===== src/rtl/mpmc11_pkg.sv =====
// Shared types and constants for the mpmc11 streaming-read scheduler and its arbiter.
package mpmc11_pkg;

   localparam int STRM_BEAT_BYTES = 32;
   localparam int STRM_REMAIN_W   = 32;   // wide enough for any strip-count width up to 32
   localparam int STRM_CREDIT_W   = 16;

   typedef enum logic [1:0] {
      IDLE,
      RUN,
      DRAIN
   } strm_chan_state_t;

   typedef enum logic {
      ARB,
      REQ
   } strm_issue_state_t;

   typedef struct packed {
      logic [31:0]              adr;
      logic [STRM_REMAIN_W-1:0] remain;
      logic [STRM_CREDIT_W-1:0] credit;
      logic [STRM_CREDIT_W-1:0] outstanding;
   } strm_chan_t;

endpackage


===== src/rtl/mpmc11_rr_arbiter.sv =====
// Combinational round-robin arbiter: first set request bit at or after ptr wins.
module mpmc11_rr_arbiter #(
   parameter  int NCH = 4,
   localparam int CHW = $clog2(NCH)
) (
   input  logic [NCH-1:0] req,
   input  logic [CHW-1:0] ptr,
   output logic [NCH-1:0] gnt,
   output logic [CHW-1:0] idx,
   output logic           any
);

   logic [CHW-1:0] cand;

   // NOTE: every signal written here gets a default first, so no path leaves a latch.
   always_comb begin
      gnt  = '0;
      idx  = '0;
      any  = 1'b0;
      cand = '0;
      for (int k = 0; k < NCH; k++) begin
         cand = CHW'((int'(ptr) + k) % NCH);
         if (!any && req[cand]) begin
            any       = 1'b1;
            gnt[cand] = 1'b1;
            idx       = cand;
         end
      end
   end

endmodule


===== src/rtl/mpmc11_strm_read_sched.sv =====
// Credit-gated round-robin strip-read issuer for NCH stream channels.
// Optional feature: define MPMC11_STRM_ABORT_EN to add the per-channel abort input.
module mpmc11_strm_read_sched
   import mpmc11_pkg::*;
#(
   parameter  int NCH         = 4,
   parameter  int STRIP_BEATS = 16,
   parameter  int FIFO_DEPTH  = 256,
   parameter  int CNTW        = 16,
   localparam int CHW         = $clog2(NCH)
) (
   input  logic                clk,
   input  logic                rst_n,
   input  logic [NCH-1:0]      start,
   input  logic [NCH*32-1:0]   base_adr,
   input  logic [NCH*CNTW-1:0] nstrips,
   input  logic [NCH-1:0]      pop,
`ifdef MPMC11_STRM_ABORT_EN
   input  logic [NCH-1:0]      abort,
`endif
   output logic                req_valid,
   input  logic                req_ready,
   output logic [31:0]         req_adr,
   output logic [CHW-1:0]      req_ch,
   output logic                req_last_strip,
   input  logic                rtn_beat,
   input  logic [CHW-1:0]      rtn_ch,
   output logic [NCH-1:0]      busy,
   output logic [NCH-1:0]      done,
   output logic                err
);

   localparam logic [31:0]              ADR_STEP   = 32'(STRIP_BEATS * STRM_BEAT_BYTES);
   localparam logic [STRM_CREDIT_W-1:0] CR_STRIP   = STRM_CREDIT_W'(STRIP_BEATS);
   localparam logic [STRM_CREDIT_W-1:0] CR_DEPTH   = STRM_CREDIT_W'(FIFO_DEPTH);
   localparam logic [STRM_CREDIT_W-1:0] CR_ONE     = STRM_CREDIT_W'(1);
   localparam logic [STRM_REMAIN_W-1:0] REMAIN_ONE = STRM_REMAIN_W'(1);

   strm_chan_state_t  cst_q  [NCH];
   strm_chan_state_t  cst_d  [NCH];
   strm_chan_t        chan_q [NCH];
   strm_chan_t        chan_d [NCH];
   strm_issue_state_t iss_q, iss_d;

   logic [CHW-1:0] ptr_q, ptr_d;
   logic           req_valid_d, req_last_d, err_d;
   logic [31:0]    req_adr_d;
   logic [CHW-1:0] req_ch_d;
   logic [NCH-1:0] acc_vec, rtn_vec, pend_vec, elig, arb_gnt;
   logic [CHW-1:0] arb_idx;
   logic           arb_any;

   // A channel with a request still in REQ must not finish, even after an abort.
   always_comb begin
      acc_vec  = '0;
      rtn_vec  = '0;
      pend_vec = '0;
      elig     = '0;
      busy     = '0;
      for (int i = 0; i < NCH; i++) begin
         pend_vec[i] = req_valid && (req_ch == CHW'(i));
         acc_vec[i]  = pend_vec[i] && req_ready;
         rtn_vec[i]  = rtn_beat && (rtn_ch == CHW'(i));
         elig[i]     = (cst_q[i] == RUN) && (chan_q[i].remain != '0)
                       && (chan_q[i].credit >= CR_STRIP);
         busy[i]     = (cst_q[i] != IDLE);
      end
   end

   mpmc11_rr_arbiter #(.NCH(NCH)) u_arb (
      .req (elig),
      .ptr (ptr_q),
      .gnt (arb_gnt),
      .idx (arb_idx),
      .any (arb_any)
   );

   // Per-channel counters and state; pop, accept and return all land in the same cycle.
   always_comb begin
      chan_d = chan_q;
      cst_d  = cst_q;
      done   = '0;
      err_d  = err;
      for (int i = 0; i < NCH; i++) begin
         if (acc_vec[i]) begin
            chan_d[i].adr         = chan_q[i].adr + ADR_STEP;
            chan_d[i].credit      = chan_q[i].credit - CR_STRIP;
            chan_d[i].outstanding = chan_q[i].outstanding + CR_STRIP;
            if (chan_q[i].remain != '0)
               chan_d[i].remain = chan_q[i].remain - REMAIN_ONE;
         end
         if (pop[i] && (chan_d[i].credit != CR_DEPTH))
            chan_d[i].credit = chan_d[i].credit + CR_ONE;
         if (rtn_vec[i]) begin
            if (chan_q[i].outstanding == '0)
               err_d = 1'b1;
            else
               chan_d[i].outstanding = chan_d[i].outstanding - CR_ONE;
         end
         case (cst_q[i])
            IDLE: if (start[i]) begin
               cst_d[i]         = RUN;
               chan_d[i].adr    = base_adr[i*32 +: 32];
               chan_d[i].remain = STRM_REMAIN_W'(nstrips[i*CNTW +: CNTW]);
            end
            RUN: begin
               if (chan_q[i].remain == '0)
                  cst_d[i] = DRAIN;
`ifdef MPMC11_STRM_ABORT_EN
               if (abort[i]) begin
                  chan_d[i].remain = '0;
                  cst_d[i]         = DRAIN;
               end
`endif
            end
            DRAIN: if ((chan_q[i].outstanding == '0) && !pend_vec[i]) begin
               cst_d[i] = IDLE;
               done[i]  = 1'b1;
            end
            default: cst_d[i] = IDLE;
         endcase
      end
   end

   // Issue FSM: request fields are captured at grant and held until accepted.
   always_comb begin
      iss_d       = iss_q;
      ptr_d       = ptr_q;
      req_valid_d = req_valid;
      req_adr_d   = req_adr;
      req_ch_d    = req_ch;
      req_last_d  = req_last_strip;
      case (iss_q)
         ARB: if (arb_any) begin
            iss_d       = REQ;
            req_valid_d = 1'b1;
            req_ch_d    = arb_idx;
            for (int i = 0; i < NCH; i++) begin
               if (arb_gnt[i]) begin
                  req_adr_d  = chan_q[i].adr;
                  req_last_d = (chan_q[i].remain == REMAIN_ONE);
               end
            end
         end
         REQ: if (req_ready) begin
            iss_d       = ARB;
            req_valid_d = 1'b0;
            ptr_d       = (req_ch == CHW'(NCH - 1)) ? '0 : req_ch + CHW'(1);
         end
         default: iss_d = ARB;
      endcase
   end

   // NOTE: state registers use non-blocking assignments only; the per-channel
   // array is a handful of flops rather than a RAM, so it is reset like any register.
   always_ff @(posedge clk or negedge rst_n) begin
      if (!rst_n) begin
         for (int i = 0; i < NCH; i++) begin
            cst_q[i]  <= IDLE;
            chan_q[i] <= '{adr: '0, remain: '0, credit: CR_DEPTH, outstanding: '0};
         end
         iss_q          <= ARB;
         ptr_q          <= '0;
         req_valid      <= 1'b0;
         req_adr        <= '0;
         req_ch         <= '0;
         req_last_strip <= 1'b0;
         err            <= 1'b0;
      end else begin
         cst_q          <= cst_d;
         chan_q         <= chan_d;
         iss_q          <= iss_d;
         ptr_q          <= ptr_d;
         req_valid      <= req_valid_d;
         req_adr        <= req_adr_d;
         req_ch         <= req_ch_d;
         req_last_strip <= req_last_d;
         err            <= err_d;
      end
   end

endmodule


===== config.mk =====
export PLATFORM = sky130hd
export DESIGN_NAME = mpmc11_strm_read_sched
export DESIGN_NICKNAME = d
export VERILOG_FILES = /design/src/rtl/mpmc11_pkg.sv /design/src/rtl/mpmc11_rr_arbiter.sv /design/src/rtl/mpmc11_strm_read_sched.sv
export SDC_FILE = /design/constraint.sdc
export NUM_CORES = 1
export LEC_CHECK = 0
export CAP_MARGIN = 20
export CORE_MARGIN = 2
export CORE_UTILIZATION = 50
export DETAILED_ROUTE_END_ITERATION = 6
export PLACE_DENSITY = 0.77
export SLEW_MARGIN = 25
export SYNTH_ARGS = -nofsm -noshare
export SYNTH_HDL_FRONTEND = slang
export SYNTH_SLANG_ARGS = --single-unit

===== constraint.sdc =====
create_clock -name clk -period 8.8 [get_ports clk]
set_clock_uncertainty 0.05 [all_clocks]
set_input_delay 1.76 -clock clk [delete_from_list [all_inputs] [get_ports clk]]
set_output_delay 1.76 -clock clk [all_outputs]
set_load 0.02 [all_outputs]

### Yosys cells after proc, flatten, opt, wreduce, memory -nomap -nowiden

Index checks and enable logic that the tools add are counted.

* mux-type cells: 103
* order comparisons: 12
* $add $sub $neg: 28
* reductions and logical operators: 73
* bitwise gates (word level): 4
* equal/unequal tests: 36

Operators with widths (count)
* $mux 64: 8
* $mux 96: 4
* $mux 32: 8
* $mux 16: 12
* $add 32x10->32 const B: 4
* $eq 32x1->1 const B: 4
* $logic_not 32->1: 4
* $reduce_bool 32->1: 4
* $sub 32x1->32 const B: 4
* $add 16x1->16 const B: 4
* $add 16x5->16 const B: 4
* $ge 16x5->1 const B: 4
* $logic_not 16->1: 4
* $ne 16x9->1 const B: 4
* $sub 16x1->16 const B: 4
* $sub 16x5->16 const B: 4
* $mux 1: 36
* $logic_and 1x1->1: 35
* $mux 2: 17
* $pmux 2 s3: 4
* $ne 2x2->1 const B: 10
* $eq 2x2->1 const B: 8
* $mux 4: 4
* $reduce_and 3->1: 5
* 16 further kinds: 57

* logic and storage cells: 283
* input bits: 206
* output and inout port bits: 45
* register bits: 432

### Depth between registers and ports, before layout

Gate-level depths: netlist (run 1).

* depth in word-level cells: 19
* gate-level depth with buffers: 16

### Modules after synthesis

Synthesis (run 1) repeated with hierarchy kept, for this count alone.

* cells, all modules: 2893
* area total of the unflattened synthesis: 25306.8 um^2

Modules (own cells, without submodules)
* mpmc11_strm_read_sched: cells an instance 2848, times used 1, area an instance 24885.1 um^2
* mpmc11_rr_arbiter: cells an instance 45, times used 1, area an instance 421.7 um^2

### Worst setup path before layout (run 1)

Ideal clock, no wire load.

* kind: input port to flip-flop
* from: input port rtn_ch[1]
* to: register chan_q[302] in the netlist's numbering
* data required time: 8.671 ns
* setup slack: 4.244 ns
* arrival: 4.427 ns
* cell stages on the path: 10
* buffers on the path: 0
* path through: or3b_2 > a41oi_1 > nand2_1 > nor3_1 > nand2_1 > a21oi_1 > nor2b_1 > or4b_2 > o21ai_0 > xor2_1

RTL lines
* start, declared: line mpmc11_strm_read_sched.sv:27 `input logic [CHW-1:0] rtn_ch,`
* end signal, assigned by index: line mpmc11_strm_read_sched.sv:160 `chan_q[i] <= '{adr: '0, remain: '0, credit: CR_DEPTH, outstanding: '0};`
* end signal, assigned: line mpmc11_strm_read_sched.sv:171 `chan_q <= chan_d;`
* end, declared: line mpmc11_strm_read_sched.sv:41 `strm_chan_t chan_q [NCH];`

==> results.sh, run 1 <==
export IMPL_status="complete, but fails checks"
export IMPL_violations="DRC"
export IMPL_postCtsHoldBufs=0
export IMPL_max_freq_ghz=0.185
export IMPL_io_pins=251
export IMPL_vias=20800
export IMPL_critPathKind="input pin to flop"
export IMPL_tns_ps=0
export IMPL_start_util=0.507
export IMPL_post_cts_resized=0
export IMPL_gp_congestion=0.908
export IMPL_crit_chain="clkdlybuf4s50_1 > nand3_1 > nor3_1 > nand3_1 > nor3_1 > a21oi_1 > a2bb2oi_1 > nor4_1 > mux2_2 > a31oi_1 > xnor2_1"
export IMPL_worstPathArrival_ps=5860
export IMPL_hold_viol_final=0
export IMPL_die_w_um=227
export IMPL_hold_class="flop to flop"
export IMPL_wl_um=65400
export IMPL_synth_fp_nets=2952
export IMPL_tightest_slew_ps=1010
export IMPL_setup_viol=0
export IMPL_grt_max_degree=175
export IMPL_fin_area_um2=29600
export IMPL_grt_ovfl_total=0
export IMPL_grt_usage=0.253
export IMPL_cts_tree="done"
export IMPL_grt_pass1_wl_um=105000
export IMPL_drive_gt1_frac=0.0665
export IMPL_min_period_over_period=0.614
export IMPL_cp_start_kind="input pin"
export IMPL_cts_buffer_depth=3
export IMPL_worst_path_buf_inv=1
export IMPL_fin_nets=3156
export IMPL_remaining_drc_errors=4
export IMPL_cts_root_buf="clkbuf_16"
export IMPL_antenna_found_initial=6
export IMPL_synth_cell_type_count=78
export IMPL_syn_cell_area_um2=24800
export IMPL_post_cts_buffers=0
export IMPL_num_rows=81
export IMPL_dr_pass1_iters=7
export IMPL_clk_latency_ps=590
export IMPL_die_area_um2=51400
export IMPL_cts_sinks=432
export IMPL_cap_violations=0
export IMPL_numPortBuffers=250
export IMPL_h_tree_depth=2
export IMPL_hpwl_um=47300
export IMPL_crit_required_ps=9250
export IMPL_async_flop_share=1.00
export IMPL_layout_min_cycle_time_ps=5400
export IMPL_first_iter_violations=1925
export IMPL_antenna_left=0
export IMPL_syn_inst=2690
export IMPL_critical_path_endpoint_type="flop"
export IMPL_via_per_inst=5.78
export IMPL_power_density_nw_per_um2=318
export IMPL_fp_dieH_um=227
export IMPL_place_area_um2=27800
export IMPL_synth_seq_cells=432
export IMPL_ys_warn_count=0
export IMPL_rsz0062_at_grt="no"
export IMPL_seq_area_frac_synth=0.436
export IMPL_synthFlopType="dfrtp_1"
export IMPL_final_fill_count=4114
export IMPL_numCtsBuffers=49
export IMPL_design_core_area_um2=49000
export IMPL_grt_pass1_vias=20400
export IMPL_ir_drop_uv=178
export IMPL_cp_top_family="simple AND/OR/NAND/NOR gates"
export IMPL_slew_headroom=0.327
export IMPL_power_leakage_nw=11.9
export IMPL_max_stage_delay_ps=790
export IMPL_area_growth_synth_to_final_pct=19.3
export IMPL_routedWlPerCell_um=18.2
export IMPL_clk_pin_slew_ps=60
export IMPL_drv_slew=0
export IMPL_crit_fanout=17
export IMPL_finalPower_mw=9.40
export IMPL_synth_edf_count=0
export IMPL_crit_path_top_delay_cell="clkdlybuf4s50_1"
export IMPL_syn_area_per_cell_um2=9.22
==> metal layers <==
layer | share of wire | wire, um | up-vias | global-route usage
met5 | 0.00020 | 13 | - | 0
met2 | 0.46 | 30100 | 642 | 0.399
met1 | 0.44 | 28900 | 10200 | 0.352
met4 | 0.032 | 2100 | 2 | 0.0864
li1 | - | - | 9849 | -
met3 | 0.066 | 4320 | 139 | 0.0455
==> placed cells by master, fill, tap and decap left out, drive strengths merged, types with 12 or more instances in the layout <==
master         count
o21ai            233
nor2             233
a211oi            12
nor4b             13
mux2i             16
clkbuf            69
clkdlybuf4s50    249
nor2b             13
nand4             53
or3               38
nand2            372
and3              42
mux2              74
a222oi            32
nor3              79
ha                56
a31oi             12
dfrtp            428
nor3b             12
nand2b            14
xor2             152
nand3             89
nor4              60
or2               21
or4               23
a21oi             44
inv               76
buf               15
xnor2            235
==> power breakdown <==
group	leakage [nW]	switching, mW	internal (mW)
combinational	5.57	2.05	1.60
clock	0.825	0.841	1.28
sequential	5.46	0.889	2.75
==> final timing paths <==
check	start	end	slack (ps)	cells after the start
max	req_ready	chan_q[15]$_DFF_PN0_	3400	11
min	chan_q[15]$_DFF_PN0_	chan_q[15]$_DFF_PN0_	430	1
max reg2reg	chan_q[132]$_DFF_PN0_	req_adr[28]$_DFFE_PN0P_	3490	10
min reg2reg	chan_q[15]$_DFF_PN0_	chan_q[15]$_DFF_PN0_	430	1
max in group asynchronous	rst_n	chan_q[306]$_DFFE_PN0P_	6510	3
min in group asynchronous	rst_n	chan_q[123]$_DFF_PN0_	980	1
==> through the flow <==
step                cells  utilization  hold WS, ps  setup slack [ps]
floorplan            2690            -          396              4240
global placement     3505        0.569          418              2970
detailed placement   3505        0.569          424              2870
CTS                  3594        0.603          436              3260
global route         3597        0.604          460              2960
finish               3599        0.605          432              3400
==> cell families after synthesis <==
kind of cell	Yosys count	synth area share
AOI/OAI and AO/OA	433	0.110
adders and majority gates	56	0.0282
muxes	91	0.0409
and+or+nand+nor	1107	0.219
buffers and inverters	184	0.0297
xor gates and xnor gates	387	0.137
DFF	432	0.436
==> flip-flops by register name, summed over array words and instances (netlist names) <==
signal          flops
cst_q               8
chan_q            384
iss_q               1
err                 1
req_last_strip      1
req_valid           1
ptr_q               2
req_ch              2
req_adr            32
==> synth_stat cells (32+ instances only) <==
library cell | count | share of area
a21oi_1 | 43 | 0.0087
dfrtp_1 | 428 | 0.43
nand2_1 | 372 | 0.056
nor2_1 | 233 | 0.035
and3_1 | 42 | 0.011
a222oi_1 | 32 | 0.013
nand4_1 | 53 | 0.013
nand3_1 | 89 | 0.018
inv_1 | 73 | 0.011
or3_1 | 38 | 0.0096
ha_1 | 56 | 0.028
xor2_1 | 152 | 0.054
nor3_1 | 79 | 0.016
xnor2_1 | 235 | 0.083
clkbuf_1 | 94 | 0.014
nor4_1 | 59 | 0.015
mux2_2 | 46 | 0.021
o21ai_0 | 205 | 0.041
==> cell type report <==
class | count | area, um^2 | area share
multi-input combinational | 2074 | 13300 | 0.450
timing repair buffer | 264 | 2680 | 0.0905
antenna | 3 | 7.51 | 0.000254
clock inverter | 20 | 264 | 0.00892
clock buffer | 69 | 1400 | 0.0474
inverter | 73 | 274 | 0.00926
tap | 664 | 831 | 0.0281
sequential | 432 | 10800 | 0.365
No activity file was read; power rests on OpenSTA's default activity.
==> run 2: changes to the inputs <==
Clock period 8.8 ns to 5.1 ns, I/O delays scaled along.
==> run 2 against run 1 <==
The flow still finishes with violations (DRC). Register-to-register slack lost 2900 ps. Largest cell class unchanged. Power is 74% higher. Routed wire length rose by 4.1%. Critical endpoint is now req_adr[29]$_DFFE_PN0P_. Sequential power grew 74%. Clock-buffer cell count grew 6. Sequential cell count did not move. Hold slack worse by 38 ps. Critical path depth unchanged. Global-route usage increased by 1.1 points. Setup slack got worse by 2900 ps.
==> results.sh, run 2 (same netlist as run 1, synthesis figures left out) <==
export IMPL_status="complete, but fails checks"
export IMPL_fin_hold_ws_ps=395
export IMPL_dp_cells=3533
export IMPL_crit_fanout=34
export IMPL_tightest_slew_ps=988
export IMPL_critical_path_endpoint_type="flop"
export IMPL_grt_usage=0.265
export IMPL_crit_required_ps=5520
export IMPL_design_core_area_um2=49000
export IMPL_fp_dieH_um=227
export IMPL_wl_met3_um=5260
export IMPL_final_fill_count=3943
export IMPL_grt_pass1_vias=21000
export IMPL_largest_register_ffs=384
export IMPL_antenna_left=0
export IMPL_die_w_um=227
export IMPL_hold_class="input pin to asynchronous set/reset pin"
export IMPL_worst_path_buf_inv=1
export IMPL_gp_congestion=0.932
export IMPL_layout_commonest_cell="dfrtp_1"
export IMPL_cts_root_buf="clkbuf_16"
export IMPL_final_util=0.610
export IMPL_cts_tree="done"
export IMPL_fin_cells=3631
export IMPL_cp_depth=11
export IMPL_wl_met1_um=29000
export IMPL_max_freq_ghz=0.219
export IMPL_numCtsBuffers=50
export IMPL_finalPower_mw=16.4
export IMPL_slew_headroom=0.341
export IMPL_crit_path_top_delay_cell="nor4_1"
export IMPL_numPortBuffers=250
export IMPL_rr_worst_depth=11
export IMPL_drive_gt1_frac=0.0746
export IMPL_via_per_inst=5.80
export IMPL_vias=21000
export IMPL_power_density_nw_per_um2=549
export IMPL_postCtsHoldBufs=0
export IMPL_cts_sinks=432
export IMPL_start_util=0.507
export IMPL_remaining_drc_errors=1
export IMPL_io_pins=251
export IMPL_final_cell_mix="dfrtp_1 (428), nand2_1 (372), clkdlybuf4s50_1 (249), xnor2_1 (235), nor2_1 (228)"
export IMPL_grt_pass1_wl_um=109000
export IMPL_cp_top_family="compound AO/OA/AOI/OAI gates"
export IMPL_routedWlPerCell_um=18.7
export IMPL_wl_met2_um=31300
export IMPL_post_cts_resized=0
export IMPL_hpwl_um=49700
export IMPL_h_tree_depth=2
export IMPL_crit_chain="nor4_1 > nand4_1 > o31ai_2 > o21ai_0 > a22o_1 > a221oi_2 > a21oi_4 > buf_12 > mux2_1 > a222oi_1 > o21ai_1"
export IMPL_worstPathArrival_ps=4980
export IMPL_ir_drop_uv=368
export IMPL_cap_violations=0
export IMPL_hold_viol_final=0
export IMPL_max_stage_delay_ps=660
export IMPL_antenna_found_initial=9
export IMPL_grt_max_degree=105
export IMPL_rrSetupSlack_ps=540
export IMPL_area_growth_synth_to_final_pct=20.4
export IMPL_clk_latency_ps=600
export IMPL_min_period_over_period=0.894
export IMPL_cts_buffer_depth=3
export IMPL_largest_register="chan_q"
export IMPL_first_iter_violations=2023
export IMPL_critPathKind="flop to flop"
export IMPL_routed_top_layer="met5"
export IMPL_die_area_um2=51400
export IMPL_num_rows=81
export IMPL_r2r_end="req_adr[29]$_DFFE_PN0P_"
export IMPL_power_leakage_nw=12.0
export IMPL_fin_nets=3184
export IMPL_cp_start_kind="flop"
export IMPL_rsz0062_at_grt="no"
export IMPL_r2r_start="chan_q[132]$_DFF_PN0_"
export IMPL_dr_pass1_iters=7
export IMPL_layout_min_cycle_time_ps=4560
export IMPL_drv_slew=0
export IMPL_setup_viol=0
export IMPL_violations="DRC"
export IMPL_clk_pin_slew_ps=60
export IMPL_tns_ps=0
export IMPL_grt_ovfl_total=0
export IMPL_post_cts_buffers=0
export IMPL_reg_top3="chan_q x384, req_adr x32, cst_q x8"
export IMPL_wl_um=68100
run 2: layout make-up:
type	instances	area (um^2)	area share
Sequential cell	432	10800	0.362
Antenna cell	4	10.0	0.000335
Inverter	73	274	0.00917
Timing Repair Buffer	291	2910	0.0974
Clock buffer	75	1450	0.0484
Tap cell	664	831	0.0278
Clock inverter	18	284	0.00950
Multi-Input combinational cell	2074	13300	0.446
run 2: per-stage QoR:
step	worst slack, ps	area [um^2]
floorplan	1210	24800
CTS	536	29800
detailed placement	348	28100
global route	13.0	29900
finish	541	29900
global placement	531	28100
run 2: metal layers:
layer,track usage,vias up
met5,0,-
met3,0.0634,149
li1,-,9924
met2,0.420,737
met1,0.351,10200
met4,0.101,10
run 2: worst max path at each step:
stage	startpoint	slack [ps]	end
after floorplan	chan_q[155]$_DFF_PN0_	1210	req_adr[4]$_DFFE_PN0P_
after global placement	rtn_ch[0]	530	chan_q[302]$_DFF_PN0_
after detailed placement	rtn_ch[0]	350	chan_q[302]$_DFF_PN0_
after CTS	chan_q[132]$_DFF_PN0_	540	req_adr[31]$_DFFE_PN0P_
after global routing	chan_q[132]$_DFF_PN0_	10	req_adr[31]$_DFFE_PN0P_
final	chan_q[132]$_DFF_PN0_	540	req_adr[29]$_DFFE_PN0P_
run 2: power breakdown:
part / internal [mW] / switching, mW
registers: 4.73 / 1.58
logic: 2.83 / 3.47
clock network: 2.31 / 1.47
run 2: worst register-to-register path, stage by stage (launching register included):
cell and delay (ps):
dfrtp_1 430, nor4_1 660, nand4_1 510, o31ai_2 600, o21ai_0 300, a22o_1 320, a221oi_2 360, a21oi_4 100
buf_12 200, mux2_1 440, a222oi_1 370, o21ai_1 110
==> run 3: changes to the inputs <==
Settings changed: CTS_CLUSTER_SIZE set to 24.
==> results of run 3 <==
Same layout as run 2: the final DEF is identical, and so are final timing and power.
